<file path="src/rtl/frame_rd_ctrl_pkg.sv">
// Shared definitions for the frame-buffer read controller: state encoding,
// default burst geometry and the burst-length helper.
package frame_rd_ctrl_pkg;

  typedef enum logic [1:0] {
    ST_IDLE  = 2'd0,
    ST_CHECK = 2'd1,
    ST_REQ   = 2'd2,
    ST_DATA  = 2'd3
  } state_t;

  localparam int DEF_BURST_LEN     = 64;
  localparam int DEF_BYTES_PER_PIX = 4;

  // Wide enough for a full 4095 x 4095 frame pixel count.
  localparam int REMAIN_W = 25;

  function automatic logic [7:0] burst_len_of(input logic [REMAIN_W-1:0] remaining,
                                               input int max_len);
    if (remaining > REMAIN_W'(max_len))
      return 8'(max_len);
    else
      return remaining[7:0];
  endfunction

endpackage

</file>
<file path="src/rtl/frame_rd_ctrl_frame_sync.sv">
// frame_sync: brings the display-domain frame_start level into wr_clk with a
// two-flop synchronizer and turns its rising edge into a one-cycle pulse.
module frame_sync (
  input  logic wr_clk,
  input  logic rst,
  input  logic frame_start,
  output logic fs_pulse
);

  logic sync_q1;
  logic sync_q2;
  logic sync_prev;

  always_ff @(posedge wr_clk or posedge rst) begin
    if (rst) begin
      sync_q1   <= 1'b0;
      sync_q2   <= 1'b0;
      sync_prev <= 1'b0;
    end else begin
      sync_q1   <= frame_start;
      sync_q2   <= sync_q1;
      sync_prev <= sync_q2;
    end
  end

  assign fs_pulse = sync_q2 & ~sync_prev;

endmodule

</file>
<file path="src/rtl/frame_rd_ctrl.sv">
// Frame-buffer read controller: walks a frame in memory bursts on demand of
// the display FIFO and forwards the returned RGB888 pixels into that FIFO.
module frame_rd_ctrl
  import frame_rd_ctrl_pkg::*;
#(
  parameter int                ADDR_W        = 28,
  parameter logic [ADDR_W-1:0] BASE_ADDR     = '0,
  parameter int                BURST_LEN     = DEF_BURST_LEN,
  parameter int                BYTES_PER_PIX = DEF_BYTES_PER_PIX
) (
  input  logic              rst,
  input  logic              wr_clk,
  input  logic              frame_start,
  input  logic              fifo_in_req,
  input  logic [11:0]       Hh,
  input  logic [11:0]       Vv,
  output logic              mem_rd_req,
  output logic [ADDR_W-1:0] mem_rd_addr,
  output logic [7:0]        mem_rd_len,
  input  logic              mem_rd_ack,
  input  logic              mem_rd_valid,
  input  logic [31:0]       mem_rd_data,
  output logic              fifo_wr_en,
  output logic [23:0]       fifo_wdata,
  output logic              frame_done,
  output logic              busy
);

  localparam logic [ADDR_W-1:0] PIX_STRIDE = ADDR_W'(BYTES_PER_PIX);

  state_t              state;
  state_t              state_nxt;
  logic [REMAIN_W-1:0] remaining;
  logic [REMAIN_W-1:0] remaining_nxt;
  logic [REMAIN_W-1:0] frame_total;
  logic [ADDR_W-1:0]   addr;
  logic [ADDR_W-1:0]   addr_nxt;
  logic [7:0]          len;
  logic [7:0]          len_nxt;
  logic [7:0]          beat_cnt;
  logic [7:0]          beat_cnt_nxt;
  logic                restart_pend;
  logic                restart_pend_nxt;
  logic                frame_done_nxt;
  logic                beat_accept;
  logic                fs_pulse;
  logic [7:0]          unused_data_hi;

  frame_sync u_frame_sync (
    .wr_clk      (wr_clk),
    .rst         (rst),
    .frame_start (frame_start),
    .fs_pulse    (fs_pulse)
  );

  assign unused_data_hi = mem_rd_data[31:24];
  assign frame_total    = REMAIN_W'(Hh) * REMAIN_W'(Vv);

  assign mem_rd_req  = (state == ST_REQ);
  assign busy        = (state != ST_IDLE);
  assign mem_rd_addr = addr;
  assign mem_rd_len  = len;

  // A restart relatches the frame size and address; a burst that memory has
  // already accepted is always drained first, so the DATA case defers it.
  always_comb begin
    state_nxt        = state;
    remaining_nxt    = remaining;
    addr_nxt         = addr;
    len_nxt          = len;
    beat_cnt_nxt     = beat_cnt;
    restart_pend_nxt = restart_pend;
    frame_done_nxt   = 1'b0;
    beat_accept      = 1'b0;

    case (state)
      ST_IDLE: begin
        if (fs_pulse && (Hh != '0) && (Vv != '0)) begin
          remaining_nxt = frame_total;
          addr_nxt      = BASE_ADDR;
          state_nxt     = ST_CHECK;
        end
      end

      ST_CHECK: begin
        if (fs_pulse) begin
          remaining_nxt = frame_total;
          addr_nxt      = BASE_ADDR;
        end else if (remaining == '0) begin
          frame_done_nxt = 1'b1;
          state_nxt      = ST_IDLE;
        end else if (fifo_in_req) begin
          len_nxt   = burst_len_of(remaining, BURST_LEN);
          state_nxt = ST_REQ;
        end
      end

      ST_REQ: begin
        if (mem_rd_ack) begin
          beat_cnt_nxt     = len;
          restart_pend_nxt = fs_pulse;
          state_nxt        = ST_DATA;
        end else if (fs_pulse) begin
          remaining_nxt = frame_total;
          addr_nxt      = BASE_ADDR;
          state_nxt     = ST_CHECK;
        end
      end

      ST_DATA: begin
        if (fs_pulse)
          restart_pend_nxt = 1'b1;
        if (mem_rd_valid) begin
          beat_accept  = 1'b1;
          beat_cnt_nxt = beat_cnt - 8'd1;
          if (beat_cnt == 8'd1) begin
            if (restart_pend || fs_pulse) begin
              remaining_nxt    = frame_total;
              addr_nxt         = BASE_ADDR;
              restart_pend_nxt = 1'b0;
            end else begin
              addr_nxt      = addr + ADDR_W'(len) * PIX_STRIDE;
              remaining_nxt = remaining - REMAIN_W'(len);
            end
            state_nxt = ST_CHECK;
          end
        end
      end

      default: state_nxt = ST_IDLE;
    endcase
  end

  always_ff @(posedge wr_clk or posedge rst) begin
    if (rst)
      state <= ST_IDLE;
    else
      state <= state_nxt;
  end

  always_ff @(posedge wr_clk or posedge rst) begin
    if (rst) begin
      remaining    <= '0;
      addr         <= BASE_ADDR;
      len          <= '0;
      beat_cnt     <= '0;
      restart_pend <= 1'b0;
      frame_done   <= 1'b0;
      fifo_wr_en   <= 1'b0;
      fifo_wdata   <= '0;
    end else begin
      remaining    <= remaining_nxt;
      addr         <= addr_nxt;
      len          <= len_nxt;
      beat_cnt     <= beat_cnt_nxt;
      restart_pend <= restart_pend_nxt;
      frame_done   <= frame_done_nxt;
      fifo_wr_en   <= beat_accept;
      if (beat_accept)
        fifo_wdata <= mem_rd_data[23:0];
    end
  end

endmodule

</file>
<file path="config.mk">
export PLATFORM = sky130hd
export DESIGN_NAME = frame_rd_ctrl
export DESIGN_NICKNAME = d
export VERILOG_FILES = /design/src/rtl/frame_rd_ctrl_pkg.sv /design/src/rtl/frame_rd_ctrl_frame_sync.sv /design/src/rtl/frame_rd_ctrl.sv
export SDC_FILE = /design/constraint.sdc
export NUM_CORES = 1
export LEC_CHECK = 0
export ABC_AREA = 0
export BUFFER_PORTS_ARGS = -buffer_cell sky130_fd_sc_hd__clkbuf_2
export CAP_MARGIN = 0
export CORE_ASPECT_RATIO = 0.6
export CORE_MARGIN = 4
export CORE_UTILIZATION = 55
export DETAILED_ROUTE_END_ITERATION = 10
export PLACE_DENSITY_LB_ADDON = 0.2
export SLEW_MARGIN = 20
export SYNTH_ARGS = -nofsm -noshare
export SYNTH_HDL_FRONTEND = slang
export SYNTH_SLANG_ARGS = --single-unit
</file>
<file path="constraint.sdc">
create_clock -name wr_clk -period 4.03 [get_ports wr_clk]
set_input_delay 0.6045 -clock wr_clk [delete_from_list [all_inputs] [get_ports wr_clk]]
set_output_delay 0.6045 -clock wr_clk [all_outputs]
set_load 0.005 [all_outputs]
</file>
==> impl_metrics.yaml <==
timing:
  hold_viol_final: 0
  drv_slew: 0
  setup_viol: 16
  rsz0062_at_grt: "yes"
  skew_ps: 6.04
  period_share: 1.19
  setup_slack_ps: -750
  fmax_mhz: 209
  relSlewSlack: 0.287
  fin_crit_ps: 4780
  max_slew.worst_pin.slew_ps: 1070
cells_and_area:
  regArea_mm2: 0.00248
  area_growth_syn_to_layout_pct: 30.0
  finalNetCount: 1606
  final_cell_mix: "139 x inv_1, 123 x nand2_1, 99 x dfrtp_1"
  fillCellCount: 1280
  drive_gt1_frac: 0.321
  layout_commonest_cell: "inv_1"
  multiInputGateArea_mm2: 0.00774
  antenna_cells: 0
global_route:
  grt_usage: 0.262
  grt_pass1_wl_mm: 45.2
  antenna_found_initial: 0
  grt_pass1_vias: 9160
  gr-total-overflow: 0
  grt_max_degree: 43
floorplan:
  die_w_um: 184
  die_h_um: 114
  coreArea_mm2: 0.0182
  initial_utilization: 0.564
  die_area_mm2: 0.0210
  io_pins: 126
  placementRows: 38
routing:
  antenna_left: 0
  via_per_inst: 5.68
  drt_iter0_markers: 669
  firstDrtPassIters: 5
  vias: 9087
  routed_wl_mm: 27.4
  drc_errors: 0
  routedWlPerCell_um: 17.1
clocking:
  clk_latency_ps: 340
  cts_root_buffer: "clkbuf_16"
  clock-sinks: 99
  cts_tree: "yes"
  h-tree-depth: 3
  cts_buffers: 9
  clkTransAtPathRegs_ps: 60
  clockBufferDepth: 2
worst_setup_path:
  startpoint_type: "input port"
  worstPathRequired_ps: 4250
  worstPathArrival_ps: 5000
  worstPathMaxFanout: 8
  criticalPathCategory: "in -> reg"
  end_kind: "flop"
  reg2reg_depth: 9
logic_synthesis:
  yosysSeqAreaShare: 0.241
  synth_cell_types: 70
  ys.flop_type: "dfrtp_1"
  synth_edf_count: 0
  syn_avg_cell_area_um2: 8.91
  yosysWarnings: 0
  netlist_area_mm2: 0.0103
  syn_inst: 1154
  synth-seq-cells: 99
  async_reset_ff_frac: 1.00
power:
  p_int_uw: 5840
  switching_share: 0.452
  cellPowerDensity_mw_per_mm2: 798
  combPwrFrac: 0.775
  design_power_total_uw: 10700
  pwr-share-clk: 0.078
  seqPwrFrac: 0.148
  ir_worst_vdd_mv: 0.700
  p_leak_uw: 0.00645
  switchingPower_uw: 4820
placement:
  dp_slack_ps: -1320
  dp_hpwl_mm: 20.8
  port_buffers: 115
  gp_congestion: 0.898
hold_path:
  min_path_type: "in -> async"
status:
  status: "finished with violations"
  violations: "setup timing"
flow_run:
  drv_cap: 0
## final timing paths
check | to | startpoint | slack [ps]
worst max-delay path | remaining[23] | Vv[10] | -750
worst min-delay path | fifo_wdata[21] | rst | 290
worst max register to register | mem_rd_addr[18] | mem_rd_len[1] | 810
worst min register to register | u_frame_sync.sync_q2 | u_frame_sync.sync_q1 | 370
max in group asynchronous | fifo_wdata[9] | rst | 2900
min in group wr_clk | u_frame_sync.sync_q2 | u_frame_sync.sync_q1 | 370
## per-stage QoR
stage          TNS [ps]  std cells  hold WS (ps)  instance area (um2)   util
2_1_floorplan    -10470       1155           331                10700      -
3_3_place_gp     -16230       1561           346                11900  0.656
3_5_place_dp     -17460       1561           354                11900  0.656
4_1_cts           -7710       1585           309                12900  0.706
5_1_grt          -10530       1601           341                13400  0.734
6_report          -8030       1601           294                13400  0.734
## synthesized netlist by cell type (20+ instances only)
library cell	instances	area (um2)
nand3_1	24	120
o21ai_0	63	315
clkbuf_1	48	180
dfrtp_1	99	2480
nand2_1	146	548
inv_1	165	619
a21oi_1	55	275
nor2_1	35	131
and2_1	58	363
fa_1	102	2040
or3_1	20	125
mux2_2	24	270
ha_1	85	1060
## power by group through the flow
stage / registers (uW) / clock network [uW] / logic, uW
2_1_floorplan: 1530 / 0 / 4540
3_3_place_gp: 1560 / 0 / 6380
5_1_grt: 1620 / 873 / 9060
3_5_place_dp: 1580 / 0 / 6530
4_1_cts: 1560 / 832 / 7320
6_report: 1580 / 828 / 8260
## registers in the layout (all words and copies together) (netlist names)
signal,cells
mem_rd_addr,26
remaining,25
fifo_wdata,24
beat_cnt,8
mem_rd_len,8
state,2
fifo_wr_en,1
frame_done,1
restart_pend,1
u_frame_sync.sync_prev,1
u_frame_sync.sync_q1,1
u_frame_sync.sync_q2,1
## timing repair
action,in CTS,in global routing
hold buffers,0,0
gates cloned,0,0
pin swaps,69,71
gates resized for setup,123,99
setup buffers,10,18
setup endpoints to repair,17,18
## cells by family (layout without fill, tap and decap cells)
logic type	count (synthesis)	in the layout	share of synthesized area
buffers and inverters	219	425	0.0812
flip-flops	99	99	0.241
AO/OA/AOI/OAI	223	223	0.140
multiplexers	30	30	0.0321
other	1	2	0.000365
adder cells (fa/ha/maj)	187	187	0.302
XOR/XNOR	21	21	0.0179
AND/OR/NAND/NOR	374	374	0.185
## area by class of cell
cell class / instances / share of cell area
Inverter: 165 / 0.0466
Sequential cell: 99 / 0.185
Multi-Input combinational cell: 837 / 0.580
Tap cell: 240 / 0.0225
Clock buffer: 13 / 0.0202
Clock inverter: 2 / 0.000749
Timing Repair Buffer: 245 / 0.145
## critical path: stages
cell       delay [ps]
buf_4             140
buf_6             130
nand2_1            70
fa_1              500
inv_1              60
fa_1              480
fa_1              490
inv_1              50
fa_1              520
inv_1              50
ha_1              290
ha_2              180
a21o_1            190
a21o_1            210
a21oi_4           220
a2bb2oi_1         330
o311ai_4          150
xnor2_1           220
o211ai_1          100
## routing by layer
metal / share of wire / track usage / vias up
li1: - / - / 4282
met1: 0.47 / 0.398 / 4510
met2: 0.46 / 0.405 / 270
met3: 0.061 / 0.0484 / 25
met4: 0.0079 / 0.0340 / 0
met5: 0 / 0 / -
Power figures use the tool's default switching activity.
